[src/rtl/movimenta_asteroides.sv]
// Asteroid-movement responder: walks the asteroid table once per start pulse,
// moves every active entry one cell along its direction (toroidal grid) and pulses done.
module movimenta_asteroides #(
  parameter  int N_AST   = 16,
  parameter  int COORD_W = 4,
  localparam int AW      = $clog2(N_AST),
  localparam int DW      = 4 + 2 * COORD_W
) (
  input  logic          clock,
  input  logic          reset,
  input  logic          sinal_movimenta_asteroides,
  input  logic [DW-1:0] mem_rdata,
  output logic [AW-1:0] mem_addr,
  output logic [DW-1:0] mem_wdata,
  output logic          mem_we,
  output logic          fim_move_asteroides,
  output logic          ocupado,
  output logic [2:0]    db_estado
);

  localparam logic [2:0] OCIOSO  = 3'd0;
  localparam logic [2:0] LE      = 3'd1;
  localparam logic [2:0] RECEBE  = 3'd2;
  localparam logic [2:0] CALCULA = 3'd3;
  localparam logic [2:0] ESCREVE = 3'd4;
  localparam logic [2:0] PROXIMO = 3'd5;
  localparam logic [2:0] FIM     = 3'd6;

  localparam logic [AW-1:0] ULTIMO = AW'(N_AST - 1);

  logic [2:0]    r_estado;
  logic [2:0]    w_estado_next;
  logic [AW-1:0] r_idx;
  logic [DW-1:0] r_ent;
  logic [DW-1:0] r_wdata;

  logic                 w_ativo;
  logic [2:0]           w_dir;
  logic [COORD_W-1:0]   w_x;
  logic [COORD_W-1:0]   w_y;
  logic [COORD_W-1:0]   w_dx;
  logic [COORD_W-1:0]   w_dy;
  logic [COORD_W-1:0]   w_x_novo;
  logic [COORD_W-1:0]   w_y_novo;

  // State register
  always_ff @(posedge clock or posedge reset) begin
    if (reset) r_estado <= OCIOSO;
    else       r_estado <= w_estado_next;
  end

  // Next-state logic
  always_comb begin
    w_estado_next = OCIOSO;
    case (r_estado)
      OCIOSO:  w_estado_next = sinal_movimenta_asteroides ? LE : OCIOSO;
      LE:      w_estado_next = RECEBE;
      RECEBE:  w_estado_next = mem_rdata[DW-1] ? CALCULA : PROXIMO;
      CALCULA: w_estado_next = ESCREVE;
      ESCREVE: w_estado_next = PROXIMO;
      PROXIMO: w_estado_next = (r_idx == ULTIMO) ? FIM : LE;
      FIM:     w_estado_next = OCIOSO;
      default: w_estado_next = OCIOSO;
    endcase
  end

  // Moore outputs
  always_comb begin
    mem_we              = (r_estado == ESCREVE);
    fim_move_asteroides = (r_estado == FIM);
    ocupado             = (r_estado != OCIOSO);
    db_estado           = r_estado;
    mem_addr            = r_idx;
    mem_wdata           = r_wdata;
  end

  assign {w_ativo, w_dir, w_x, w_y} = r_ent;

  // Step of -1 is all ones, so a plain modulo add handles wrap on both edges.
  always_comb begin
    w_dx = '0;
    w_dy = '0;
    case (w_dir)
      3'd0: begin w_dx = '0;                w_dy = '1;                end
      3'd1: begin w_dx = COORD_W'(1);       w_dy = '1;                end
      3'd2: begin w_dx = COORD_W'(1);       w_dy = '0;                end
      3'd3: begin w_dx = COORD_W'(1);       w_dy = COORD_W'(1);       end
      3'd4: begin w_dx = '0;                w_dy = COORD_W'(1);       end
      3'd5: begin w_dx = '1;                w_dy = COORD_W'(1);       end
      3'd6: begin w_dx = '1;                w_dy = '0;                end
      default: begin w_dx = '1;             w_dy = '1;                end
    endcase
  end

  assign w_x_novo = w_x + w_dx;
  assign w_y_novo = w_y + w_dy;

  always_ff @(posedge clock or posedge reset) begin
    if (reset) begin
      r_idx   <= '0;
      r_ent   <= '0;
      r_wdata <= '0;
    end else begin
      case (r_estado)
        OCIOSO:  r_idx <= '0;
        RECEBE:  r_ent <= mem_rdata;
        CALCULA: r_wdata <= {1'b1, w_dir, w_x_novo, w_y_novo};
        PROXIMO: if (r_idx != ULTIMO) r_idx <= r_idx + AW'(1);
        default: ;
      endcase
    end
  end

  logic w_unused;
  assign w_unused = w_ativo;

endmodule
[config.mk]
export PLATFORM = sky130hd
export DESIGN_NAME = movimenta_asteroides
export DESIGN_NICKNAME = d
export VERILOG_FILES = /design/src/rtl/movimenta_asteroides.sv
export SDC_FILE = /design/constraint.sdc
export NUM_CORES = 1
export LEC_CHECK = 0
export ABC_AREA = 1
export CAP_MARGIN = 25
export CORE_MARGIN = 2
export CORE_UTILIZATION = 50
export DETAILED_ROUTE_END_ITERATION = 8
export PLACE_DENSITY = 0.81
export SLEW_MARGIN = 40
export SYNTH_ARGS = -nofsm -noshare
export SYNTH_HDL_FRONTEND = slang
export SYNTH_SLANG_ARGS = --single-unit
[constraint.sdc]
create_clock -name clock -period 3.11 [get_ports clock]
set_input_delay 0.622 -clock clock [delete_from_list [all_inputs] [get_ports clock]]
set_output_delay 0.622 -clock clock [all_outputs]
set_load 0.01 [all_outputs]
Word-level counts from Yosys, hierarchy flattened --
Index checks and enable logic that the tools add are counted. W data, S select, Z words.
Operators by class: $add $sub $neg 3, equal/unequal tests 15, mux-type cells 8, reduce and logical (&&, ||, !) cells 9
Operators with widths (count):
- $pmux W4 S2 | 3
- $eq A3 B3 Y1 const B | 6
- $pmux W3 S6 | 1
- $eq A3 B2 Y1 const B | 4
- $add A4 B4 Y4 | 2
- $eq A3 B1 Y1 const B | 2
- $logic_not A3 Y1 | 2
- $mux W3 | 2
- $reduce_or A3 Y1 | 2
- $add A4 B1 Y4 const B | 1
- $eq A4 B4 Y1 const B | 1
- $mux W4 | 1
- $ne A4 B4 Y1 const B | 1
- $reduce_or A2 Y1 | 2
- $reduce_bool A3 Y1 | 1
- $ne A2 B2 Y1 const B | 1
- $reduce_and A2 Y1 | 1
- $reduce_bool A2 Y1 | 1
- $mux W1 | 1
Storage, ports and cells: bits in registers 30, input port bits 15, output and inout port bits 22, logic and storage cells 39

Logic depth before layout (Yosys ltp) --
Gate-level depths: netlist of the first run.
depth in word-level cells 4, gate-level depth with buffers 12, depth with buffers taken out 12

Worst setup path after synthesis of the first run --
Ideal clock, no wire load.
kind reg2reg, from reg r_ent[9], to reg r_wdata[3], in the netlist mem_wdata[3], setup time 118 ps, arrival time 1544 ps, data required time 2992 ps, setup slack 1448 ps, cell stages (with the launch flop) 11, path buffers 0, clock period less this slack 1662 ps, cells stage by stage dfrtp_1 -> inv_1 -> nor2_1 -> a21oi_1 -> ha_1 -> a21oi_1 -> nand2_1 -> nand2_1 -> nand3_1 -> nand3_1 -> nand2_1
Between the ends: word-level cells in the longest chain between the ends 4, elaborated cells between the ends (all ways) 9, classes of those cells add/sub (1); eq/ne (5); mux (1); reduce/logical (2)
RTL lines:
- from (decl) | RTL line 34 | logic [DW-1:0] r_ent;
- from (signal assigned) | RTL line 106 | RECEBE: r_ent <= mem_rdata;
- $eq A3 B3 Y1 / $eq A3 B2 Y1 (equally long branches) | RTL line 83 | case (w_dir)
- $reduce_or A3 Y1 (no source line) / $reduce_or A2 Y1 (equally long branches)
- $pmux W4 S2 (*) | RTL line 83
- $add A4 B4 Y4 (*) | RTL line 96 | assign w_y_novo = w_y + w_dy;
- to (signal assigned) | RTL line 107 | CALCULA: r_wdata <= {1'b1, w_dir, w_x_novo, w_y_novo};
- to (decl) | RTL line 35 | logic [DW-1:0] r_wdata;
Every way passes the cells marked *; elsewhere a longest branch is shown, timed or not. A chain may end at the register's enable or synchronous reset.

Final worst setup path of the first run --
from reg r_estado[2], in the netlist db_estado[2], to out mem_we
Between the ends: word-level cells in the longest chain between the ends 1
RTL lines:
- from (decl) | RTL line 31 | logic [2:0] r_estado;
- from (signal assigned) | RTL line 49 | else r_estado <= w_estado_next;
- $eq A3 B3 Y1 | RTL line 69 | mem_we = (r_estado == ESCREVE);
- to (decl) | RTL line 15 | output logic mem_we,
No other way between the ends.

==> metrics.md, run 1 <==
| Metric | Value |
|---|---|
| Crit. End Element | `output pin` |
| Post-CTS setup buffer count | `0` |
| Synth cell count leaders | `60 x nand2_1, 30 x dfrtp_1, 17 x inv_1` |
| First-pass GRT wire length | `5361 um` |
| Post-DP Area | `between 0.0015 and 0.002 mm2` |
| TritonCTS Sinks | `30` |
| Post-route ant nets | `0` |
| Setup CP Type | `flip-flop to output pin` |
| Fin util | `between 70 and 80%` |
| Initial antenna violation count | `0` |
| Number of remaining DRC errors | `2` |
| Status | `finished with violations` |
| Sequential area share after synthesis | `between 40% and 50%` |
| Final instance area | `0.001979 mm2` |
| Slew HR | `between 70 and 80%` |
| Total GRT Usage | `20.74%` |
| Fin crit share | `76.69%` |
| WL per Instance | `12.51 um` |
| Synth area leaders | `dfrtp_1 50%, nand2_1 15%, ha_1 5.8%` |
| Top-count cell post-synth | `nand2_1` |
| Largest net degree at the start of global routing | `31` |
| Slew @ Worst Pin | `~0.43 ns` |
| Post-cts resize count | `0` |
| Ports | `37` |
| Final #Nets | `about 240` |
| Crit path time final | `around 2.4 ns` |
| Hpwl dp | `2387 um` |
| I/O Buffers | `36` |
| Site Rows | `19` |
| Clock Pin Slew Worst Setup and Hold Paths | `0.09 ns` |
| H-tree depth | `2` |
| Mapped Cells | `around 170` |
| Max Cap Viol | `0` |
| Die H | `around 60 um` |
| Power Dens Cells | `slightly above 1000 mW/mm2` |
| Startpoint types | `flip-flop` |
| Crit path required time | `roughly 2.5 ns` |
| Max Fclk | `roughly 420 MHz` |
| Cell variety after synth | `26` |
| Core ar. | `around 0.0028 mm2` |
| Final setup fails | `0` |
| Skew-Pair Late Insertion Delay | `around 0.33 ns` |
| Cts bufs inserted | `5` |
| Pins Over Slew Limit | `0` |
| Flops & latches, synth | `30` |
| Net Count, Synth | `197` |
| Hold_buf cts | `0` |
| Post-synth EDFFs | `0` |
| Post-Synthesis Cell Area | `around 0.0015 mm2` |
| CP Max Fanout | `6` |
| Peak VDD IR | `between 0.5 and 0.6 mV` |
| Worst-case clock buffer depth | `2` |
| Hold Path Class | `flip-flop to flip-flop` |
| DRT iter0 DRCs | `33` |
| Setup TNS | `0 ns` |
| Final wirelength | `~3000 um` |
| Ys async rst share | `100.0%` |
| Setup ws final | `between 0.7 and 0.8 ns` |
| Hold WS | `between 0.4 and 0.5 ns` |
| Critical path arrival | `1.76 ns` |
| Filler cells | `about 240` |
| Failing checks | `DRC` |
| Via count | `1,280` |
| DP Worst Slack | `~1.1 ns` |
| CTS tree | `built` |
| Syn_area_per_cell | `between 8 and 9 um2` |
| Clk root buf | `clkbuf_4` |
| Vias in the first global route | `1,303` |
| RSZ-0062 raised after global routing | `false` |
| Synth Warn # | `0` |
| GP Congestion | `0.7779` |
| GR Overflow Total | `0` |
| P&R area growth vs syn | `30.96%` |
| Layout cells sized above 1 | `about 11%` |
| Starting density of the core | `a little over half` |
| Yosys top cell by area | `dfrtp_1` |
| Die Area | `0.003479 mm2` |
| Worst clock skew | `about 0.018 ns` |
| Predominant post-synthesis flop cell | `dfrtp_1` |
| 1st-pass router iterations | `6` |
| Die X | `58.98 um` |
| Via-to-Cell Ratio | `a little over 5` |
| Hold Fails Final Rpt | `0` |
| Top cell type's share of synthesized area | `49.67%` |
| Leakage | `~1 nW` |
| Antenna diodes | `0` |
==> critical path, cell delays in order (launching register included) <==
cell	delay (ns)
dfrtp_1	0.46
inv_2	0.10
nor3_1	0.28
clkdlybuf4s50_1	0.61
==> flip-flops by register name, summed over array words and instances, names as in the netlist <==
name / flops
r_ent: 11
mem_wdata: 12
db_estado: 3
mem_addr: 4
==> stage by stage <==
| stage | cells | power, mW |
|---|---|---|
| CTS | 247 | 2.037 |
| global placement | 239 | 1.661 |
| floorplan | 173 | 1.350 |
| detailed placement | 239 | 1.727 |
| finish | 247 | 2.018 |
| global route | 247 | 2.204 |
==> worst paths after layout <==
check                        startpoint            to  slack, ns  cells after the start
max                        db_estado[2]        mem_we       0.73                      3
max reg2reg                    r_ent[9]  mem_wdata[3]       1.19                     10
min in group asynchronous         reset   mem_addr[2]       0.65                      3
max in group asynchronous         reset      r_ent[1]       2.16                      3
min                        mem_wdata[1]  mem_wdata[1]       0.49                      2
min reg2reg                mem_wdata[1]  mem_wdata[1]       0.49                      2
==> cells by family after synthesis <==
logic type | synth area share [%]
AO/OA/AOI/OAI | 8.692
XOR/XNOR | 1.739
adder cells (fa/ha/maj) | 8.444
buffers and inverters | 6.705
flip-flops | 49.67
AND/OR/NAND/NOR | 24.75
==> cell usage in the layout, fill, tap and decap left out, types with 2 or more instances in the layout <==
| cell | instances |
|---|---|
| inv_2 | 4 |
| clkdlybuf4s50_1 | 36 |
| clkinv_2 | 2 |
| clkbuf_4 | 5 |
| o211ai_1 | 2 |
| o21ai_0 | 8 |
| a21oi_1 | 4 |
| inv_1 | 17 |
| o21ai_2 | 5 |
| nand2_1 | 60 |
| fa_1 | 2 |
| ha_1 | 7 |
| xnor2_1 | 2 |
| nor2_1 | 2 |
| nand3_1 | 13 |
| nor3_1 | 5 |
| dfrtp_1 | 30 |
==> layout make-up <==
class	count	area, um2	share of cell area, %
Inverter	22	85.08	4.298
Clock buffer	5	37.54	1.896
Clock inverter	3	40.04	2.023
Multi-Input combinational cell	119	659.4	33.31
Tap cell	31	38.79	1.960
Timing Repair Buffer	37	367.9	18.58
Sequential cell	30	750.7	37.93
==> report_power, final <==
part           total [mW]  switching [mW]  internal, mW  leakage [nW]
logic                1.05           0.584         0.466         0.551
clock network       0.299           0.132         0.166        0.0450
registers           0.669           0.115         0.554         0.376
==> layer usage <==
layer	track usage (%)	vias up	wire, um
li1	-	642	-
met1	22.56	601	1279
met2	37.78	31	1586
met3	7.205	6	190
met4	6.169	0	32
met5	0	-	0
Power figures use the tool's default switching activity.
==> run 2: changes to the inputs <==
--- a/config.mk
+++ b/config.mk
@@ -8,9 +8,9 @@
 export ABC_AREA = 1
 export CAP_MARGIN = 25
 export CORE_MARGIN = 2
-export CORE_UTILIZATION = 50
+export CORE_UTILIZATION = 44
 export DETAILED_ROUTE_END_ITERATION = 8
-export PLACE_DENSITY = 0.81
+export PLACE_DENSITY = 0.75
 export SLEW_MARGIN = 40
 export SYNTH_ARGS = -nofsm -noshare
 export SYNTH_HDL_FRONTEND = slang
==> constraint.sdc (replaced) <==
create_clock -name clock -period 2.1 [get_ports clock]
set_input_delay 0.42 -clock clock [delete_from_list [all_inputs] [get_ports clock]]
set_output_delay 0.42 -clock clock [all_outputs]
set_load 0.01 [all_outputs]
==> metrics.md, run 2 (synthesis gave the netlist of run 1 again) <==
| Metric | Value |
|---|---|
| Status | `complete, no violations (was finished with violations)` |
| Critical path arrival | `1.58 ns (was 1.76 ns)` |
| Crit. End Element | `output pin (unchanged)` |
| Site Rows | `21 (was 19)` |
| Hold WS | `0.4675 ns (was 0.4853 ns)` |
| Post-route ant nets | `0 (unchanged)` |
| CP Max Fanout | `6 (unchanged)` |
| Most frequent cells in the layout | `60 x nand2_1, 35 x clkdlybuf4s50_1, 28 x dfrtp_1 (was 60 x nand2_1, 36 x clkdlybuf4s50_1, 30 x dfrtp_1)` |
| Clk root buf | `clkbuf_4 (unchanged)` |
| First-pass GRT wire length | `5568 um (was 5361 um)` |
| Number of remaining DRC errors | `0 (was 2)` |
| Final wirelength | `3047 um (was 3089 um)` |
| CP max stage cell | `clkdlybuf4s50_1 (unchanged)` |
| Pins Over Slew Limit | `0 (unchanged)` |
| Peak VDD IR | `0.5695 mV (was 0.5561 mV)` |
| Initial antenna violation count | `0 (unchanged)` |
| Placed cell count | `254 (was 239)` |
| Slew @ Worst Pin | `0.4425 ns (was 0.4305 ns)` |
| Post-DP Area | `0.001921 mm2 (was 0.001902 mm2)` |
| H-tree depth | `2 (unchanged)` |
| Max Cap Viol | `0 (unchanged)` |
| GP Congestion | `0.8528 (was 0.7779)` |
| Cts bufs inserted | `5 (unchanged)` |
| Worst-case clock buffer depth | `2 (unchanged)` |
| Startpoint types | `flip-flop (unchanged)` |
| Fin crit share | `95.44%` |
| Buffers & Inverters on Critical Path | `2 (unchanged)` |
| CP peak stage delay | `0.57 ns (was 0.61 ns)` |
| Die X | `62.61 um (was 58.98 um)` |
| Via-to-Cell Ratio | `4.788 (was 5.182)` |
| P&R area growth vs syn | `31.71% (was 30.96%)` |
| Starting density of the core | `45.65% (was 53.88%)` |
| Final instance area | `0.001991 mm2 (was 0.001979 mm2)` |
| GR Overflow Total | `0 (unchanged)` |
| Commonest non-fill, non-tap cell in the layout | `nand2_1 (unchanged)` |
| Via count | `1,245 (was 1,280)` |
| Die Area | `0.003920 mm2 (was 0.003479 mm2)` |
| Antenna diodes | `0 (unchanged)` |
| Hpwl dp | `2287 um (was 2387 um)` |
| DRT iter0 DRCs | `40 (was 33)` |
| Final #Nets | `239 (unchanged)` |
| I/O Buffers | `36 (unchanged)` |
| Ports | `37 (unchanged)` |
| Slew HR | `70.41% (was 71.21%)` |
| Layout cells sized above 1 | `12.62% (was 11.11%)` |
| GR Util met1 | `23.29% (was 22.56%)` |
| 1st-pass router iterations | `4 (was 6)` |
| Met2 global-route usage | `27.82% (was 37.78%)` |
| Delay-heaviest family, CP | `buffers and inverters (unchanged)` |
| Die H | `62.61 um (was 58.98 um)` |
| Post-route insts no fill | `260 (was 247)` |
| Largest net degree at the start of global routing | `31 (unchanged)` |
| GR Layer Usage met3 | `5.586% (was 7.205%)` |
| Crit path time final | `2.004 ns` |
| Crit path required time | `1.68 ns (was 2.49 ns)` |
| Hold Path Class | `input port to async pin (was flip-flop to flip-flop)` |
| Power Dens Cells | `1451 mW/mm2 (was 1019 mW/mm2)` |
| Vias in the first global route | `1,267 (was 1,303)` |
| Largest register FFs | `12 (unchanged)` |
| Reg area | `753.2 um2 (was 750.7 um2)` |
| Leakage | `0.9777 nW (was 0.9721 nW)` |
| GR peak layer | `met2 (unchanged)` |
| Filler cells | `310 (was 235)` |
| TritonCTS Sinks | `30 (unchanged)` |
| Max Fclk | `498.9 MHz` |
| Overall power | `2.889 mW (was 2.018 mW)` |
| Hold Fails Final Rpt | `0 (unchanged)` |
| Fin util | `60.13% (was 70.56%)` |
| Total GRT Usage | `17.98% (was 20.74%)` |
| Cells along the critical path | `inv_2 > nor3_2 > clkdlybuf4s50_1 (was inv_2 > nor3_1 > clkdlybuf4s50_1)` |
| Setup CP Type | `flip-flop to output pin (unchanged)` |
| WL per Instance | `11.72 um (was 12.51 um)` |
| Core ar. | `0.003311 mm2 (was 0.002805 mm2)` |
| Skew-Pair Late Insertion Delay | `0.32 ns (was 0.33 ns)` |
| Area of the multi-input gates | `673.1 um2 (was 659.4 um2)` |
| Final setup fails | `0 (unchanged)` |
| CTS tree | `built (unchanged)` |
| Worst clock skew | `0.005793 ns (was 0.01799 ns)` |
| Clock Pin Slew Worst Setup and Hold Paths | `0.08 ns (was 0.09 ns)` |
[run 2: cell count changes in the layout (fill, tap and decap cells not counted), sizes merged]
| cell | change |
|---|---|
| bufinv | -1 |
| clkdlybuf4s50 | -1 |
| clkinv | -2 |
| clkbuf | +1 |
| dlymetal6s2s | +1 |
[run 2: worst paths after layout]
check,from,end,slack (ns),cells after the start
worst max-delay path,db_estado[2],mem_we,0.1,3
worst min-delay path,reset,mem_addr[1],0.47,3
worst max register to register,r_ent[10],mem_wdata[3],0.28,10
worst min register to register,mem_wdata[11],mem_wdata[11],0.47,1
max in group asynchronous,reset,db_estado[2],1.34,3
min in group clock,mem_wdata[11],mem_wdata[11],0.47,1
[run 2: cell type report]
class / instances / share of cell area (%)
multi-input cells: 119 / 33.82
repair buffers: 37 / 18.60
flip-flops and latches: 30 / 37.84
inverters: 22 / 4.274
clock buffers: 6 / 2.577
well taps: 46 / 2.891
[run 2: what timing repair did]
item	4_1_cts	5_1_grt
setup buffers	0	0
setup endpoints to repair	1	4
hold buffers	0	0
gates resized for setup	1	5
pin swaps	0	0
[run 2: per-stage QoR]
stage                     setup slack, ns  setup TNS [ns]
final                             0.09572               0
after global routing           -0.0009079      -0.0009079
after CTS                         0.02703               0
after detailed placement           0.2306               0
after global placement             0.3303               0
after floorplan                    0.4382               0
[run 2: per-layer routing]
| metal | part of all wire, % | wire, um |
|---|---|---|
| met5 | 0 | 0 |
| met4 | 2.3 | 70 |
| met3 | 3.8 | 117 |
| met2 | 47 | 1427 |
| met1 | 47 | 1433 |
[run 2: worst register-to-register path, stage by stage, from the launching register on]
cell and delay (ns):
dfrtp_1 0.40, inv_1 0.11, nand2_1 0.08, a21oi_2 0.20, ha_1 0.30, a21oi_1 0.24
nand3_1 0.14, nand2_1 0.09, nand2_1 0.05, nand3_1 0.06, nand2_1 0.05
[run 2: power by group]
part	switching, mW	leakage, nW	total [mW]	internal [mW]
registers	0.172	0.374	0.997	0.825
clock network	0.174	0.0302	0.325	0.151
logic	0.871	0.574	1.57	0.697
total	1.22	0.978	2.89	1.67
